File: src/rtl/tmr_dpr_pkg.sv
// ---------------------------------------------------------------------------
// tmr_dpr_pkg
// Shared types and helpers for the TMR slot fault manager with partial
// reconfiguration.
//   state_t        : fault manager FSM states
//   IDX_NONE       : replica index meaning "no replica"
//   minority_idx() : index of the replica that disagrees with the other two
//   idx_to_mask()  : one-hot replica mask for a replica index
// ---------------------------------------------------------------------------
package tmr_dpr_pkg;

   localparam logic [1:0] IDX_NONE = 2'b11;

   typedef enum logic [2:0] {
      MONITOR   = 3'd0,
      REQUEST   = 3'd1,
      WAIT_DONE = 3'd2,
      RESYNC    = 3'd3,
      FATAL     = 3'd4
   } state_t;

   // With three single-bit replicas, at most one can be the odd one out.
   // If replicas 0 and 1 agree, any disagreement must come from replica 2,
   // and so on.
   function automatic logic [1:0] minority_idx(input logic [2:0] m);
      logic [1:0] idx;
      if ((m[0] == m[1]) && (m[1] == m[2])) begin
         idx = IDX_NONE;
      end else if (m[0] == m[1]) begin
         idx = 2'd2;
      end else if (m[0] == m[2]) begin
         idx = 2'd1;
      end else begin
         idx = 2'd0;
      end
      return idx;
   endfunction

   // IDX_NONE maps to an empty mask so callers need no special case.
   function automatic logic [2:0] idx_to_mask(input logic [1:0] idx);
      logic [2:0] mask;
      case (idx)
         2'd0:    mask = 3'b001;
         2'd1:    mask = 3'b010;
         2'd2:    mask = 3'b100;
         default: mask = 3'b000;
      endcase
      return mask;
   endfunction

endpackage

File: src/rtl/tmr_dpr_ctrl_minority_detect.sv
// ---------------------------------------------------------------------------
// tmr_minority_detect
// Purely combinational replica comparison logic.
//   mod_out       in  3  replica outputs, bit i from replica i
//   iso_idx       in  2  index of the isolated replica, IDX_NONE if none
//   majority      out 1  2-of-3 majority of mod_out
//   minority      out 2  replica that differs from the other two, or IDX_NONE
//   pair_disagree out 1  the two replicas other than iso_idx differ
//                        (always 0 when nothing is isolated)
// ---------------------------------------------------------------------------
module tmr_minority_detect
   import tmr_dpr_pkg::*;
(
   input  logic [2:0] mod_out,
   input  logic [1:0] iso_idx,
   output logic       majority,
   output logic [1:0] minority,
   output logic       pair_disagree
);

   // Majority and minority are independent of isolation; the FSM decides
   // which of them matters in the current state.
   always_comb begin
      majority = (mod_out[0] & mod_out[1]) |
                 (mod_out[0] & mod_out[2]) |
                 (mod_out[1] & mod_out[2]);
      minority = minority_idx(mod_out);
   end

   // Compare only the two replicas still trusted. With no replica isolated
   // there is no "pair", so no dual disagreement is reported.
   always_comb begin
      pair_disagree = 1'b0;
      case (iso_idx)
         2'd0:    pair_disagree = mod_out[1] ^ mod_out[2];
         2'd1:    pair_disagree = mod_out[0] ^ mod_out[2];
         2'd2:    pair_disagree = mod_out[0] ^ mod_out[1];
         default: pair_disagree = 1'b0;
      endcase
   end

endmodule

File: src/rtl/tmr_dpr_ctrl.sv
// ---------------------------------------------------------------------------
// tmr_dpr_ctrl
// Fault manager for a triple-modular-redundant slot with dynamic partial
// reconfiguration. Votes the replicas, filters transient upsets, isolates a
// persistently disagreeing replica, requests its reload, resynchronises and
// releases it, retrying or declaring a fatal fault when recovery fails.
//   clk           in  1  sole clock
//   rst           in  1  synchronous active-high reset
//   mod_out       in  3  replica outputs, bit i from replica i
//   voted         out 1  registered voted result
//   isolate       out 3  one-hot mask of the replica excluded from voting
//   pr_req        out 1  reconfiguration request to the loader
//   pr_id         out 2  replica index being reloaded
//   pr_ack        in  1  loader accepted the request
//   pr_done       in  1  loader finished (1-cycle pulse)
//   pr_err        in  1  loader failed (1-cycle pulse)
//   dual_mismatch out 1  the two non-isolated replicas disagree (registered)
//   fault_count   out 8  successful reloads, saturating at 255
//   fatal         out 1  sticky unrecoverable fault
// ---------------------------------------------------------------------------
module tmr_dpr_ctrl
   import tmr_dpr_pkg::*;
#(
   parameter int MISMATCH_THRESH = 4,
   parameter int PR_TIMEOUT      = 1024,
   parameter int RESYNC_CYCLES   = 16,
   parameter int MAX_RETRIES     = 2
) (
   input  logic       clk,
   input  logic       rst,
   input  logic [2:0] mod_out,
   output logic       voted,
   output logic [2:0] isolate,
   output logic       pr_req,
   output logic [1:0] pr_id,
   input  logic       pr_ack,
   input  logic       pr_done,
   input  logic       pr_err,
   output logic       dual_mismatch,
   output logic [7:0] fault_count,
   output logic       fatal
);

   localparam int MM_W = $clog2(MISMATCH_THRESH + 1);
   localparam int TO_W = $clog2(PR_TIMEOUT + 1);
   localparam int RS_W = $clog2(RESYNC_CYCLES + 1);
   localparam int RT_W = $clog2(MAX_RETRIES + 1);

   localparam logic [MM_W-1:0] MM_LAST = MM_W'(MISMATCH_THRESH - 1);
   localparam logic [TO_W-1:0] TO_LAST = TO_W'(PR_TIMEOUT - 1);
   localparam logic [RS_W-1:0] RS_LAST = RS_W'(RESYNC_CYCLES - 1);
   localparam logic [RT_W-1:0] RT_MAX  = RT_W'(MAX_RETRIES);

   state_t            state, state_d;
   logic [1:0]        target, target_d;
   logic [2:0]        isolate_d;
   logic              pr_req_d;
   logic [1:0]        pr_id_d;
   logic              voted_d;
   logic              dual_d;
   logic [7:0]        fault_count_d;
   logic              fatal_d;
   logic [MM_W-1:0]   mm_cnt, mm_cnt_d;
   logic [1:0]        mm_idx, mm_idx_d;
   logic [MM_W-1:0]   dm_cnt, dm_cnt_d;
   logic [TO_W-1:0]   to_cnt, to_cnt_d;
   logic [RS_W-1:0]   rs_cnt, rs_cnt_d;
   logic [RT_W-1:0]   retries, retries_d;
   logic [RT_W-1:0]   retries_inc;
   logic              fail;

   logic [1:0]        iso_idx;
   logic              majority;
   logic [1:0]        minority;
   logic              pair_disagree;

   // The isolate mask is only ever zero or the one-hot of target, so the
   // isolated index can be taken straight from target.
   assign iso_idx     = (isolate != 3'b000) ? target : IDX_NONE;
   assign retries_inc = retries + RT_W'(1);

   tmr_minority_detect u_detect (
      .mod_out       (mod_out),
      .iso_idx       (iso_idx),
      .majority      (majority),
      .minority      (minority),
      .pair_disagree (pair_disagree)
   );

   // Next-state and next-output logic. Every register holds by default;
   // each state then overrides what it owns. A failure from any reload
   // stage funnels through one shared retry/fatal decision, and the dual
   // fault watchdog is applied last so it overrides everything outside
   // MONITOR.
   always_comb begin
      state_d       = state;
      target_d      = target;
      isolate_d     = isolate;
      pr_req_d      = pr_req;
      pr_id_d       = pr_id;
      fault_count_d = fault_count;
      fatal_d       = fatal;
      mm_cnt_d      = mm_cnt;
      mm_idx_d      = mm_idx;
      dm_cnt_d      = dm_cnt;
      to_cnt_d      = to_cnt;
      rs_cnt_d      = rs_cnt;
      retries_d     = retries;
      fail          = 1'b0;

      voted_d = (iso_idx == IDX_NONE) ? majority :
                (iso_idx == 2'd0)     ? mod_out[1] : mod_out[0];
      dual_d  = pair_disagree;

      case (state)
         MONITOR: begin
            dm_cnt_d = '0;
            if (minority == IDX_NONE) begin
               mm_cnt_d = '0;
               mm_idx_d = IDX_NONE;
            end else if (minority == mm_idx) begin
               if (mm_cnt == MM_LAST) begin
                  target_d  = minority;
                  isolate_d = idx_to_mask(minority);
                  pr_id_d   = minority;
                  pr_req_d  = 1'b1;
                  retries_d = '0;
                  to_cnt_d  = '0;
                  mm_cnt_d  = '0;
                  mm_idx_d  = IDX_NONE;
                  state_d   = REQUEST;
               end else begin
                  mm_cnt_d = mm_cnt + MM_W'(1);
               end
            end else begin
               mm_cnt_d = MM_W'(1);
               mm_idx_d = minority;
            end
         end

         REQUEST: begin
            to_cnt_d = to_cnt + TO_W'(1);
            if (to_cnt == TO_LAST) begin
               fail = 1'b1;
            end else if (pr_ack) begin
               pr_req_d = 1'b0;
               state_d  = WAIT_DONE;
            end
         end

         WAIT_DONE: begin
            to_cnt_d = to_cnt + TO_W'(1);
            if (pr_err || (to_cnt == TO_LAST)) begin
               fail = 1'b1;
            end else if (pr_done) begin
               rs_cnt_d = '0;
               state_d  = RESYNC;
            end
         end

         RESYNC: begin
            rs_cnt_d = rs_cnt + RS_W'(1);
            if (rs_cnt == RS_LAST) begin
               if ((mod_out == 3'b000) || (mod_out == 3'b111)) begin
                  isolate_d = 3'b000;
                  if (fault_count != 8'hFF) begin
                     fault_count_d = fault_count + 8'd1;
                  end
                  mm_cnt_d  = '0;
                  mm_idx_d  = IDX_NONE;
                  retries_d = '0;
                  state_d   = MONITOR;
               end else begin
                  fail = 1'b1;
               end
            end
         end

         FATAL: begin
            fatal_d  = 1'b1;
            pr_req_d = 1'b0;
         end

         default: begin
            state_d = MONITOR;
         end
      endcase

      if (fail) begin
         retries_d = retries_inc;
         if (retries_inc < RT_MAX) begin
            pr_req_d = 1'b1;
            to_cnt_d = '0;
            state_d  = REQUEST;
         end else begin
            pr_req_d = 1'b0;
            fatal_d  = 1'b1;
            state_d  = FATAL;
         end
      end

      if (state != MONITOR) begin
         if (dual_mismatch) begin
            if (dm_cnt == MM_LAST) begin
               pr_req_d = 1'b0;
               fatal_d  = 1'b1;
               state_d  = FATAL;
            end else begin
               dm_cnt_d = dm_cnt + MM_W'(1);
            end
         end else begin
            dm_cnt_d = '0;
         end
      end
   end

   // State register and all output/counter registers. Reset is synchronous
   // and returns everything, including an outstanding pr_req, to idle.
   always_ff @(posedge clk) begin
      if (rst) begin
         state         <= MONITOR;
         target        <= 2'd0;
         isolate       <= 3'b000;
         pr_req        <= 1'b0;
         pr_id         <= 2'd0;
         voted         <= 1'b0;
         dual_mismatch <= 1'b0;
         fault_count   <= 8'd0;
         fatal         <= 1'b0;
         mm_cnt        <= '0;
         mm_idx        <= IDX_NONE;
         dm_cnt        <= '0;
         to_cnt        <= '0;
         rs_cnt        <= '0;
         retries       <= '0;
      end else begin
         state         <= state_d;
         target        <= target_d;
         isolate       <= isolate_d;
         pr_req        <= pr_req_d;
         pr_id         <= pr_id_d;
         voted         <= voted_d;
         dual_mismatch <= dual_d;
         fault_count   <= fault_count_d;
         fatal         <= fatal_d;
         mm_cnt        <= mm_cnt_d;
         mm_idx        <= mm_idx_d;
         dm_cnt        <= dm_cnt_d;
         to_cnt        <= to_cnt_d;
         rs_cnt        <= rs_cnt_d;
         retries       <= retries_d;
      end
   end

endmodule

File: config.mk
export PLATFORM = sky130hd
export DESIGN_NAME = tmr_dpr_ctrl
export DESIGN_NICKNAME = d
export VERILOG_FILES = /design/src/rtl/tmr_dpr_pkg.sv /design/src/rtl/tmr_dpr_ctrl_minority_detect.sv /design/src/rtl/tmr_dpr_ctrl.sv
export SDC_FILE = /design/constraint.sdc
export NUM_CORES = 1
export LEC_CHECK = 0
export CAP_MARGIN = 10
export CORE_MARGIN = 2
export CORE_UTILIZATION = 56
export CTS_CLUSTER_SIZE = 24
export DETAILED_ROUTE_END_ITERATION = 16
export PLACE_DENSITY_LB_ADDON = 0.15
export SETUP_SLACK_MARGIN = 0.15
export SYNTH_ARGS = -nofsm -noshare
export SYNTH_HDL_FRONTEND = slang
export SYNTH_SLANG_ARGS = --single-unit
File: constraint.sdc
create_clock -name clk -period 4.5 [get_ports clk]
set_input_delay 0.9 -clock clk [delete_from_list [all_inputs] [get_ports clk]]
set_output_delay 0.9 -clock clk [all_outputs]
set_load 0.05 [all_outputs]
Word level (Yosys, flattened, before mapping)
Index checks and enable logic that the tools add are counted.
- register bits: 46
- memory bits (writable): 0
- bits in latches: 0
- memories: 0
- bits of input ports: 8
- logic and storage cells: 164
- memory bits (read-only): 0
- reductions and logical operators: 20
- muxes and demuxes: 81
- $mul: 0
- add/sub/neg operators: 6
- bitwise operators: 9
- eq/ne operators: 33
- magnitude comparators: 1
- divide/modulo/power cells: 0
- shift-type cells: 0
- operator list (kind ; number):
    two-way mux 3 bit ; 26
    two-way mux 11 bit ; 5
    two-way mux 2 bit ; 14
    two-way mux 1 bit ; 23
    one-hot mux 11 bit (2 select lines) ; 1
    inequality test 3 bit (second input constant) ; 5
    one-hot mux 3 bit (5 select lines) ; 1
    inequality test 2 bit (second input constant) ; 7
    equality test 3 x 2 -> 1 bit (second input constant) ; 4
    one-hot mux 3 bit (2 select lines) ; 2
    AND reduction 4 bit ; 3
    AND reduction 6 bit ; 2
    adder 11 x 1 -> 11 bit (second input constant) ; 1
    equality test 11 x 10 -> 1 bit (second input constant) ; 1
    two-way mux 5 bit ; 2
    one-hot mux 5 bit (2 select lines) ; 1
    one-hot mux 1 bit (3 select lines) ; 3
    one-hot mux 3 bit (3 select lines) ; 1
    nonzero test 3 bit ; 3
    adder 8 x 1 -> 8 bit (second input constant) ; 1
    equality test 2 bit (second input constant) ; 4
    inequality test 8 bit (second input constant) ; 1
    one-hot mux 2 bit (2 select lines) ; 2
    adder 3 x 1 -> 3 bit (second input constant) ; 2
    other kinds (21) ; 35

Logic depth before layout (Yosys ltp)
- depth in word-level cells: 12
- mapped depth: 9
- depth with buffers taken out: 8

Modules after synthesis
A second synthesis with hierarchy kept.
- cell total of the unflattened synthesis: 306
- area, all modules: 2631.3 µm²
- modules (own cells, without submodules) (module ; area each (µm²) ; seq. area each (µm²) ; cells an instance ; times used):
    tmr_dpr_ctrl ; 2478.6 ; 920.9 ; 289 ; 1
    tmr_minority_detect ; 152.6 ; 0.0 ; 17 ; 1

Worst setup path after synthesis
OpenSTA, ideal clock, no wires.
- path kind: input port to flip-flop
- start point: input mod_out[0]
- end point: register to_cnt[4]
- library setup time: 0.091 ns
- required time: 4.409 ns
- data arrival time: 2.421 ns
- setup slack: 1.988 ns
- stages on the path: 8
- cells stage by stage: inv_1 ha_1 buf_6 and4bb_1 o311a_4 nor2_8 inv_1 a311oi_1
- word-level cells in the longest chain between the ends: 10
- elaborated cells on any way between the ends: 19
- ends and longest elaborated chain (what ; RTL line ; RTL):
    from (decl) ; tmr_dpr_ctrl.sv:31 ; input logic [2:0] mod_out,
    equality test 1 bit ; tmr_dpr_pkg.sv:31 ; end else if (m[0] == m[2]) begin
    two-way mux 1 bit ; tmr_dpr_pkg.sv:31 ;
    two-way mux 2 bit ; tmr_dpr_pkg.sv:29 ; end else if (m[0] == m[1]) begin
    two-way mux 2 bit ; tmr_dpr_pkg.sv:27 ; if ((m[0] == m[1]) && (m[1] == m[2])) begin
    equality test 2 bit ; tmr_dpr_ctrl.sv:121 ; end else if (minority == mm_idx) begin
    two-way mux 11 bit ; tmr_dpr_ctrl.sv:121 ;
    two-way mux 11 bit ; tmr_dpr_ctrl.sv:118 ; if (minority == IDX_NONE) begin
    one-hot mux 11 bit (2 select lines) ; tmr_dpr_ctrl.sv:115 ; case (state)
    two-way mux 11 bit ; tmr_dpr_ctrl.sv:191 ; if (retries_inc < RT_MAX) begin
    two-way mux 11 bit * ; tmr_dpr_ctrl.sv:189 ; if (fail) begin
    to (signal assigned) ; tmr_dpr_ctrl.sv:249 ; to_cnt <= to_cnt_d;
    to (decl) ; tmr_dpr_ctrl.sv:66 ; logic [TO_W-1:0] to_cnt, to_cnt_d;
Mark *: on every way between the ends. The rest lies on a longest branch, timed or not.
A chain may end at the register's enable or synchronous reset.

Worst setup path in the final report
- start point: input mod_out[0]
- end point: register isolate[2]
- word-level cells in the longest chain between the ends: 10
- elaborated cells on any way between the ends: 23
- ends and longest elaborated chain (what ; RTL line ; RTL):
    equality test 1 bit ; tmr_dpr_pkg.sv:31 ;
    two-way mux 1 bit ; tmr_dpr_pkg.sv:31 ;
    two-way mux 2 bit ; tmr_dpr_pkg.sv:29 ;
    two-way mux 2 bit ; tmr_dpr_pkg.sv:27 ;
    equality test 2 bit, or another cell as far along ; tmr_dpr_pkg.sv:42 ; case (idx)
    one-hot mux 3 bit (3 select lines) ; tmr_dpr_pkg.sv:42 ;
    two-way mux 3 bit ; tmr_dpr_ctrl.sv:122 ; if (mm_cnt == MM_LAST) begin
    two-way mux 3 bit ; tmr_dpr_ctrl.sv:121 ;
    two-way mux 3 bit ; tmr_dpr_ctrl.sv:118 ;
    one-hot mux 3 bit (2 select lines) ; tmr_dpr_ctrl.sv:115 ;
    to (signal assigned) ; tmr_dpr_ctrl.sv:239 ; isolate <= isolate_d;
    to (decl) ; tmr_dpr_ctrl.sv:33 ; output logic [2:0] isolate,
Parallel ways exist; a longest one is shown, timed or not. The select of a mux whose other input is x is not followed.

==> metrics <==
status=finished clean; most numerous cell on the critical path=nor2_1; WL per Instance=14.2 um; Area Growth Syn to Fin=12.4%; Slowest cell on crit path=o311ai_0; cell taking the most area after synthesis=dfxtp_1; count leader, synth=dfxtp_1; Max clock buf depth=2; Die ar.=5320 um^2; Power, Total=around 0.72 mW; combinational share of power=0.093; endpoints failing hold=0; largest net degree at the start of global routing=33; Hold Path Class=flip-flop to flip-flop; CP required=4.68 ns; leak pwr=1.13 nW; number of diodes=0; Seq cells post-synth=46; setup_tns=0 ns; unrepaired setup endpoints after global routing=no; H-tree level count=2; detailed-route via count=2235; Worst Path Buf+Inv=2; FP Rows=25; final worst path period need=3.07 ns; fmax=326 MHz; Synth top area share=0.346; synth top area cells=dfxtp_1 35%, ha_1 6.1%, nor2_1 6.1%; Synth top cells by count=46 x dfxtp_1, 43 x nor2_1, 24 x a21oi_1; worst-path fanout max=10; register share of total power=0.579; Yosys cell types=60; Final ANT Viol Nets=0; core area=between 4000 and 5000 um^2; Synthesized Nets=321; largest stage delay on the critical path=0.74 ns; CP arrival=3.25 ns; max-cap violations=0; Final setup viols=0; Post-synth EDFFs=0; port bufs=24; post-synthesis sequential area ratio=0.346; Mapped Cells=300; CTS Hold Bufs=0; Final Net Count=roughly 340; dpl hpwl=approximately 4 mm; Slew HR=0.437; Setup CP Type=primary input to flip-flop; cts repair resizes=0; placed insts=370; switching pwr=0.174 mW; CTS buffer count=5; Worst setup SP type=primary input; vias in the first global route=2084; Max VDD drop=0.181 mV; sw frac=0.241; clock power share=0.328; Overall Global Routing Usage=0.219; post-CTS setup buffer count=0; GRT overflow=0; Clock Pin Slew Worst Setup and Hold Paths=0.09 ns; Tcrit/Tclk final=0.682; Ys Warns=0; CTS tree=built; Residual DRC=0; Pins Over Slew Limit=0; PD cells=241 nW/um^2; Primary FF master, synth=dfxtp_1; Sink Count=46; Ports=25; DP Area=2910 um^2; crit end category=flip-flop; CP delay by family, top=compound AO/OA/AOI/OAI gates; worst path cell trace=clkdlybuf4s50_1 -> inv_1 -> ha_1 -> and4bb_2 -> o311ai_0 -> nor2_1 -> a21oi_1 -> nor2_1; Cell Area, Synth=between 2000 and 3000 um^2; Die H=72.9 um; initial antenna violation count=0; detailed-route wire length=5.36 mm; Worst Skew=0.00956 ns; Non-Filler Instances=between 300 and 400; Die X-Extent=about 73 um; syn_area_per_cell=8.87 um^2; RD Place Congestion=between 0.8 and 0.9; cell internal pwr=between 0.5 and 0.6 mW; fin area=2990 um^2; first-pass GRT wire length=9.12 mm; layout cells sized above 1=0.111; Clock Latency Late Sink=0.30 ns; TritonRoute pass-1 iters=4; CTS Root Cell=clkbuf_8; asr flop ratio synth=0; Vias per Instance=5.93; Slew @ Worst Pin=0.834 ns; starting density of the core=0.571; 1st-iter DRT viols=126
[sequential cells by signal (all words and copies together), names as in the netlist]
name           flops
to_cnt            11
fault_count        8
rs_cnt             5
dm_cnt             3
isolate            3
mm_cnt             3
state              3
mm_idx             2
retries            2
target             2
dual_mismatch      1
fatal              1
pr_req             1
voted              1
[metal layers]
metal	vias up	part of all wire	global-route usage	wire length, um
met2	33	0.47	0.371	2540
met5	-	0	0	0
met3	7	0.033	0.0635	176
li1	1149	-	-	-
met1	1046	0.48	0.273	2580
met4	0	0.012	0.0597	63
[cells by family (layout without fill, tap and decap cells)]
group	count (synthesis)	after routing	synth area share
adder cells (fa/ha/maj)	13	13	0.0611
AND/OR/NAND/NOR	132	132	0.279
buffers and inverters	19	42	0.0381
XOR/XNOR	11	11	0.0390
flip-flops	46	46	0.346
AO/OA/AOI/OAI	71	71	0.201
multiplexers	8	8	0.0353
[final timing paths]
kind	from	end	slack [ns]	cells after the start
max	mod_out[0]	isolate[2]	1.43	8
min	dm_cnt[2]	dm_cnt[2]	0.48	1
max reg2reg	state[0]	to_cnt[4]	2.20	5
min reg2reg	dm_cnt[2]	dm_cnt[2]	0.48	1
[cells in the final DEF, fill, tap and decap left out, types with 3 or more instances in the layout]
master / n
clkdlybuf4s50_1: 24
nand3b_1: 5
nor4_1: 3
o311a_1: 4
nor2_1: 43
ha_1: 13
or2_2: 4
nor3_1: 9
a211oi_2: 3
a22oi_1: 4
a211oi_1: 4
dfxtp_1: 46
nor3b_1: 4
a21oi_1: 24
xnor2_1: 8
mux2i_1: 6
nand2_1: 19
o31ai_1: 3
inv_1: 10
a311oi_1: 3
o21ai_0: 9
nand3_1: 17
nand2b_1: 6
clkbuf_8: 5
[power groups by stage]
stage / clock (mW) / combinational, mW / sequential (mW)
after floorplan: 0 / 0.0462 / 0.428
after global placement: 0 / 0.0648 / 0.426
after detailed placement: 0 / 0.0664 / 0.426
after CTS: 0.247 / 0.0669 / 0.417
after global routing: 0.267 / 0.0736 / 0.418
final: 0.236 / 0.0669 / 0.417
[per-stage QoR]
| stage | worst slack, ns | hold WS (ns) | util |
|---|---|---|---|
| finish | 1.43 | 0.480 | 0.642 |
| global route | 1.31 | 0.506 | 0.642 |
| CTS | 1.44 | 0.480 | 0.642 |
| detailed placement | 1.11 | 0.464 | 0.625 |
| global placement | 1.15 | 0.460 | 0.625 |
| floorplan | 1.99 | 0.439 | - |
[cell type report]
class | instances | area, um^2
Fill cell | 404 | 1670
Sequential cell | 46 | 921
Timing Repair Buffer | 25 | 248
Tap cell | 54 | 67.6
Multi-Input combinational cell | 235 | 1640
Inverter | 10 | 37.5
Clock inverter | 2 | 10.0
Clock buffer | 5 | 68.8
(Power assumes the default switching activity.)
